==> config.mk <==
export PLATFORM = sky130hd
export DESIGN_NAME = sseg_scan_ctrl
export DESIGN_NICKNAME = d
export VERILOG_FILES = /design/src/rtl/sseg_scan_ctrl.sv
export SDC_FILE = /design/constraint.sdc
export NUM_CORES = 1
export LEC_CHECK = 0
export ABC_AREA = 1
export CAP_MARGIN = 10
export CORE_MARGIN = 2
export CORE_UTILIZATION = 45
export CTS_BUF_LIST = sky130_fd_sc_hd__clkbuf_8
export DETAILED_ROUTE_END_ITERATION = 6
export GPL_ROUTABILITY_DRIVEN = 0
export PLACE_DENSITY = 0.73
export SLEW_MARGIN = 10
export SYNTH_ARGS = -nofsm -noshare
export SYNTH_HDL_FRONTEND = slang
export SYNTH_SLANG_ARGS = --single-unit
==> constraint.sdc <==
create_clock -name CLK -period 5.2 [get_ports CLK]
set_input_delay 1.04 -clock CLK [delete_from_list [all_inputs] [get_ports CLK]]
set_output_delay 1.04 -clock CLK [all_outputs]
set_load 0.05 [all_outputs]
==> src/rtl/sseg_scan_ctrl.sv <==
// Four-digit active-low hex scan controller with tear-free frame-boundary display updates.
// Optional leading-zero blanking is enabled by defining SSEG_LZB_EN.
module sseg_scan_ctrl #(
    parameter int TICK_DIV = 100000
) (
    input  logic        CLK,
    input  logic        RST,
    input  logic [15:0] DATA,
    input  logic        LOAD,
    input  logic        BLANK,
    output logic [6:0]  SEG,
    output logic [3:0]  AN,
    output logic        FRAME_DONE
);
    localparam int            CW      = $clog2(TICK_DIV);
    localparam logic [CW-1:0] CNT_MAX = CW'(TICK_DIV - 1);

    function automatic logic [6:0] hex7(input logic [3:0] nib);
        logic [6:0] seg;
        case (nib)
            4'h0:    seg = 7'b1000000;
            4'h1:    seg = 7'b1111001;
            4'h2:    seg = 7'b0100100;
            4'h3:    seg = 7'b0110000;
            4'h4:    seg = 7'b0011001;
            4'h5:    seg = 7'b0010010;
            4'h6:    seg = 7'b0000010;
            4'h7:    seg = 7'b1111000;
            4'h8:    seg = 7'b0000000;
            4'h9:    seg = 7'b0010000;
            4'hA:    seg = 7'b0001000;
            4'hB:    seg = 7'b0000011;
            4'hC:    seg = 7'b1000110;
            4'hD:    seg = 7'b0100001;
            4'hE:    seg = 7'b0000110;
            4'hF:    seg = 7'b0001110;
            default: seg = 7'b1111111;
        endcase
        return seg;
    endfunction

`ifdef SSEG_LZB_EN
    // A digit is visible if it or any more-significant nibble is nonzero; digit 0 always shows.
    function automatic logic [3:0] digit_visible(input logic [15:0] v);
        logic [3:0] m;
        m[0] = 1'b1;
        m[1] = |v[15:4];
        m[2] = |v[15:8];
        m[3] = |v[15:12];
        return m;
    endfunction
`endif

    logic [CW-1:0] cnt_q, cnt_d;
    logic [1:0]    dig_q, dig_d;
    logic [15:0]   disp_q, disp_d;
    logic [15:0]   pend_q, pend_d;
    logic          pend_v_q, pend_v_d;
    logic [3:0]    an_q, an_d;
    logic [6:0]    seg_q, seg_d;
    logic          frame_done_q, frame_done_d;

    logic          tick_s;
    logic          boundary_s;
    logic [3:0]    nib_s;
    logic [3:0]    show_s;

    // Prescaler, digit sequencing, pending buffer and next output values.
    always_comb begin
        tick_s       = (cnt_q == CNT_MAX);
        boundary_s   = tick_s && (dig_q == 2'd3);
        cnt_d        = tick_s ? {CW{1'b0}} : cnt_q + CW'(1);
        dig_d        = tick_s ? dig_q + 2'd1 : dig_q;
        disp_d       = disp_q;
        pend_d       = pend_q;
        pend_v_d     = pend_v_q;
        frame_done_d = boundary_s;

        // A LOAD landing on the boundary goes straight to the display, superseding any pending value.
        if (boundary_s) begin
            if (LOAD) begin
                disp_d   = DATA;
                pend_v_d = 1'b0;
            end else if (pend_v_q) begin
                disp_d   = pend_q;
                pend_v_d = 1'b0;
            end else begin
                disp_d   = disp_q;
            end
        end else if (LOAD) begin
            pend_d   = DATA;
            pend_v_d = 1'b1;
        end else begin
            pend_d   = pend_q;
        end

        nib_s = disp_q[{dig_q, 2'b00} +: 4];
        seg_d = hex7(nib_s);
`ifdef SSEG_LZB_EN
        show_s = digit_visible(disp_q);
`else
        show_s = 4'b1111;
`endif
        if (BLANK) begin
            an_d = 4'b1111;
        end else begin
            an_d = ~((4'b0001 << dig_q) & show_s);
        end
    end

    // State and registered outputs.
    always_ff @(posedge CLK or posedge RST) begin
        if (RST) begin
            cnt_q        <= {CW{1'b0}};
            dig_q        <= 2'd0;
            disp_q       <= 16'h0000;
            pend_q       <= 16'h0000;
            pend_v_q     <= 1'b0;
            an_q         <= 4'b1111;
            seg_q        <= 7'b1111111;
            frame_done_q <= 1'b0;
        end else begin
            cnt_q        <= cnt_d;
            dig_q        <= dig_d;
            disp_q       <= disp_d;
            pend_q       <= pend_d;
            pend_v_q     <= pend_v_d;
            an_q         <= an_d;
            seg_q        <= seg_d;
            frame_done_q <= frame_done_d;
        end
    end

    assign SEG        = seg_q;
    assign AN         = an_q;
    assign FRAME_DONE = frame_done_q;

endmodule

==> results.py <==
metrics = {
    "grt": {
        "grt_pass1_vias": 2626,
        "grt_usage_pct": 17.2,
        "antenna_found_initial": 0,
        "grt_pass1_wl_um": 11700,
        "overflow": 0,
        "grt_max_degree": 65,
    },
    "setup_path": {
        "crit_path_start_kind": "register",
        "r2r-end": "disp_q[8]",
        "r2r-start": "dig_q[0]",
        "required_ns": 4.16,
        "critical-path-top-delay-family": "buffers and inverters",
        "r2r_slack_ns": 3.04,
        "crit_end": "SEG[4]",
        "cp.depth": 1,
        "reg2reg_depth": 4,
        "crit_slowest_cell": "clkdlybuf4s50_1",
        "crit_arrival_ns": 1.65,
        "path_max_fanout": 1,
        "crit_type": "reg -> out",
        "cp.buffers_inverters": 1,
        "crit_start": "SEG[4]",
        "path_cells": "clkdlybuf4s50_1",
        "cp-end-kind": "output port",
        "critical_path.max_stage_delay_ns": 0.79,
    },
    "timing": {
        "clock.fmax_mhz": 372,
        "finClkSkew_ns": 0.0159,
        "setup_ws_ns": 2.51,
        "fin_crit_ns": 2.69,
        "slew_violations": 0,
        "setup_viol": 0,
        "finalCritPeriodShare_pct": 51.7,
        "tns_ns": 0,
        "relSlewSlack_pct": 38.8,
        "hold_viol_final": 0,
        "worstMarginPinSlew_ns": 0.917,
        "rsz0062_at_grt": "false",
    },
    "min_path": {
        "worstHoldStart": "cnt_q[0]",
        "hp-class": "reg -> reg",
    },
    "detailed_routing": {
        "wire_per_inst_um": 11.4,
        "dr.pass1.iters": 4,
        "via_per_inst": 4.90,
        "finalWirelength_um": 6480,
        "vias": 2793,
        "detail_route.iter0.violations": 192,
        "ant_nets": 0,
        "drc": 0,
    },
    "finish": {
        "final_cells": 570,
        "multi_input_area_um2": 1590,
        "layout-drive-gt1-share_pct": 11.0,
        "n_antenna_cell": 0,
        "syn_to_final_growth_pct": 17.2,
        "fillers": 698,
        "layout.nets": 497,
        "final_cell_area_um2": 3990,
        "fin_util_pct": 54.7,
        "regArea_um2": 1620,
    },
    "outcome": {
        "status": "complete, no violations",
    },
    "synth": {
        "yosysWarnings": 0,
        "ys_types": 29,
        "synth_edf_count": 0,
        "synth_area_um2": 3400,
        "post_synth.cell_area_avg_um2": 7.81,
        "synth_seq_cells": 64,
        "yosysSeqAreaShare_pct": 47.5,
        "synth_ff_type": "dfrtp_1",
        "ys_async_sr_fraction_pct": 100,
        "syn-num-nets": 467,
        "netlist_instances": 436,
    },
    "clock_network": {
        "ctsHoldBuffers": 0,
        "ctsResizeCount": 0,
        "cts_root_buf": "clkbuf_8",
        "clockBufferDepth": 2,
        "cts_made_buffers": 9,
        "cts_tree": "yes",
        "cts_setup_buffers": 0,
        "clk_pin_slew_worst_paths_ns": 0.08,
        "cts.htree.levels": 3,
        "clk-insertion-delay-late_ns": 0.34,
        "cts.sinks": 64,
    },
    "die": {
        "coreArea_um2": 7290,
        "ios": 32,
        "rows": 31,
        "fp.dieW_um": 91.0,
        "start_util_pct": 46.7,
        "die_h_um": 91.0,
        "dieArea_um2": 8270,
    },
    "placement": {
        "place_ws_ns": 2.24,
        "post_dp_cell_area_um2": 3770,
        "dp_hpwl_um": 4590,
        "port_buffers": 31,
        "dp.cells": 554,
    },
    "job": {
        "maxCapViolCount": 0,
    },
    "pwr": {
        "p_leak_nw": 1.99,
        "power_density_nw_per_um2": 263,
        "irDropWorstVdd_v": 0.000156,
    },
}
## synthesized netlist by cell type (3+ instances only)
library cell / instances / area, µm²
dfstp_2: 11 / 289
dfrtp_1: 53 / 1330
inv_2: 4 / 15.0
nor2_1: 36 / 135
clkbuf_1: 4 / 15.0
nand2_2: 11 / 68.8
o21ai_0: 11 / 55.1
buf_1: 3 / 11.3
nand3_1: 36 / 180
nand4_1: 22 / 138
nand2_1: 172 / 646
buf_2: 5 / 25.0
inv_1: 27 / 101
xor2_1: 8 / 70.1
nor3_1: 6 / 30.0
ha_1: 11 / 138
## power by group
| part | internal [W] | switching (W) | total [W] |
|---|---|---|---|
| registers | 0.000510 | 0.00000706 | 0.000517 |
| clock network | 0.000270 | 0.000199 | 0.000469 |
| logic | 0.0000264 | 0.0000364 | 0.0000628 |
## cell families (layout without fill, tap and decap cells)
group                    Yosys count  in the layout  share of synthesized area (%)
buffers and inverters             46             81                           5.96
AND/OR/NAND/NOR                  293            293                           38.3
AO/OA/AOI/OAI                     14             14                           2.13
adder cells (fa/ha/maj)           11             11                           4.04
XOR/XNOR                           8              8                           2.06
flip-flops                        64             64                           47.5
## through the flow
step | hold slack, ns | power [W]
floorplan | 0.433 | 0.000564
global placement | 0.447 | 0.000588
detailed placement | 0.456 | 0.000590
CTS | 0.466 | 0.00106
global route | 0.489 | 0.00109
finish | 0.467 | 0.00105
## routing by layer
layer	part of all wire (%)	up-vias	GRT usage (%)
met5	0	-	0
met4	1.6	0	7.58
met3	3.9	10	2.90
met2	44	55	26.3
met1	51	1285	24.0
li1	-	1443	-
## worst min-delay path by stage
stage,cells after the start,endpoint
floorplan,1,cnt_q[0]
global placement,1,cnt_q[0]
detailed placement,1,cnt_q[0]
CTS,1,cnt_q[0]
global route,1,cnt_q[0]
finish,1,cnt_q[0]
## flip-flops by register name, indices dropped and copies added, names as in the netlist
signal,cells
dig_q,2
pend_q,16
disp_q,16
cnt_q,17
SEG,7
AN,4
pend_v_q,1
FRAME_DONE,1
## cells in the final DEF (no fill, tap or decap), types with 6 or more instances in the layout
master	netlist	routed
clkbuf_8	0	9
clkdlybuf4s50_1	0	31
dfrtp_1	53	53
dfstp_2	11	11
ha_1	11	11
inv_1	27	26
nand2_1	172	172
nand2_2	11	11
nand3_1	36	36
nand4_1	22	22
nor2_1	36	36
nor3_1	6	6
o21ai_0	11	11
xor2_1	8	8
## final cells by class
| type | count | share of cell area [%] |
|---|---|---|
| Inverter | 32 | 3.01 |
| Clock buffer | 9 | 3.11 |
| Clock inverter | 7 | 2.35 |
| Tap cell | 99 | 3.11 |
| Sequential cell | 64 | 40.5 |
| Timing Repair Buffer | 33 | 8.16 |
| Multi-Input combinational cell | 326 | 39.8 |
Note: power is estimated with default switching activity, not from simulation.
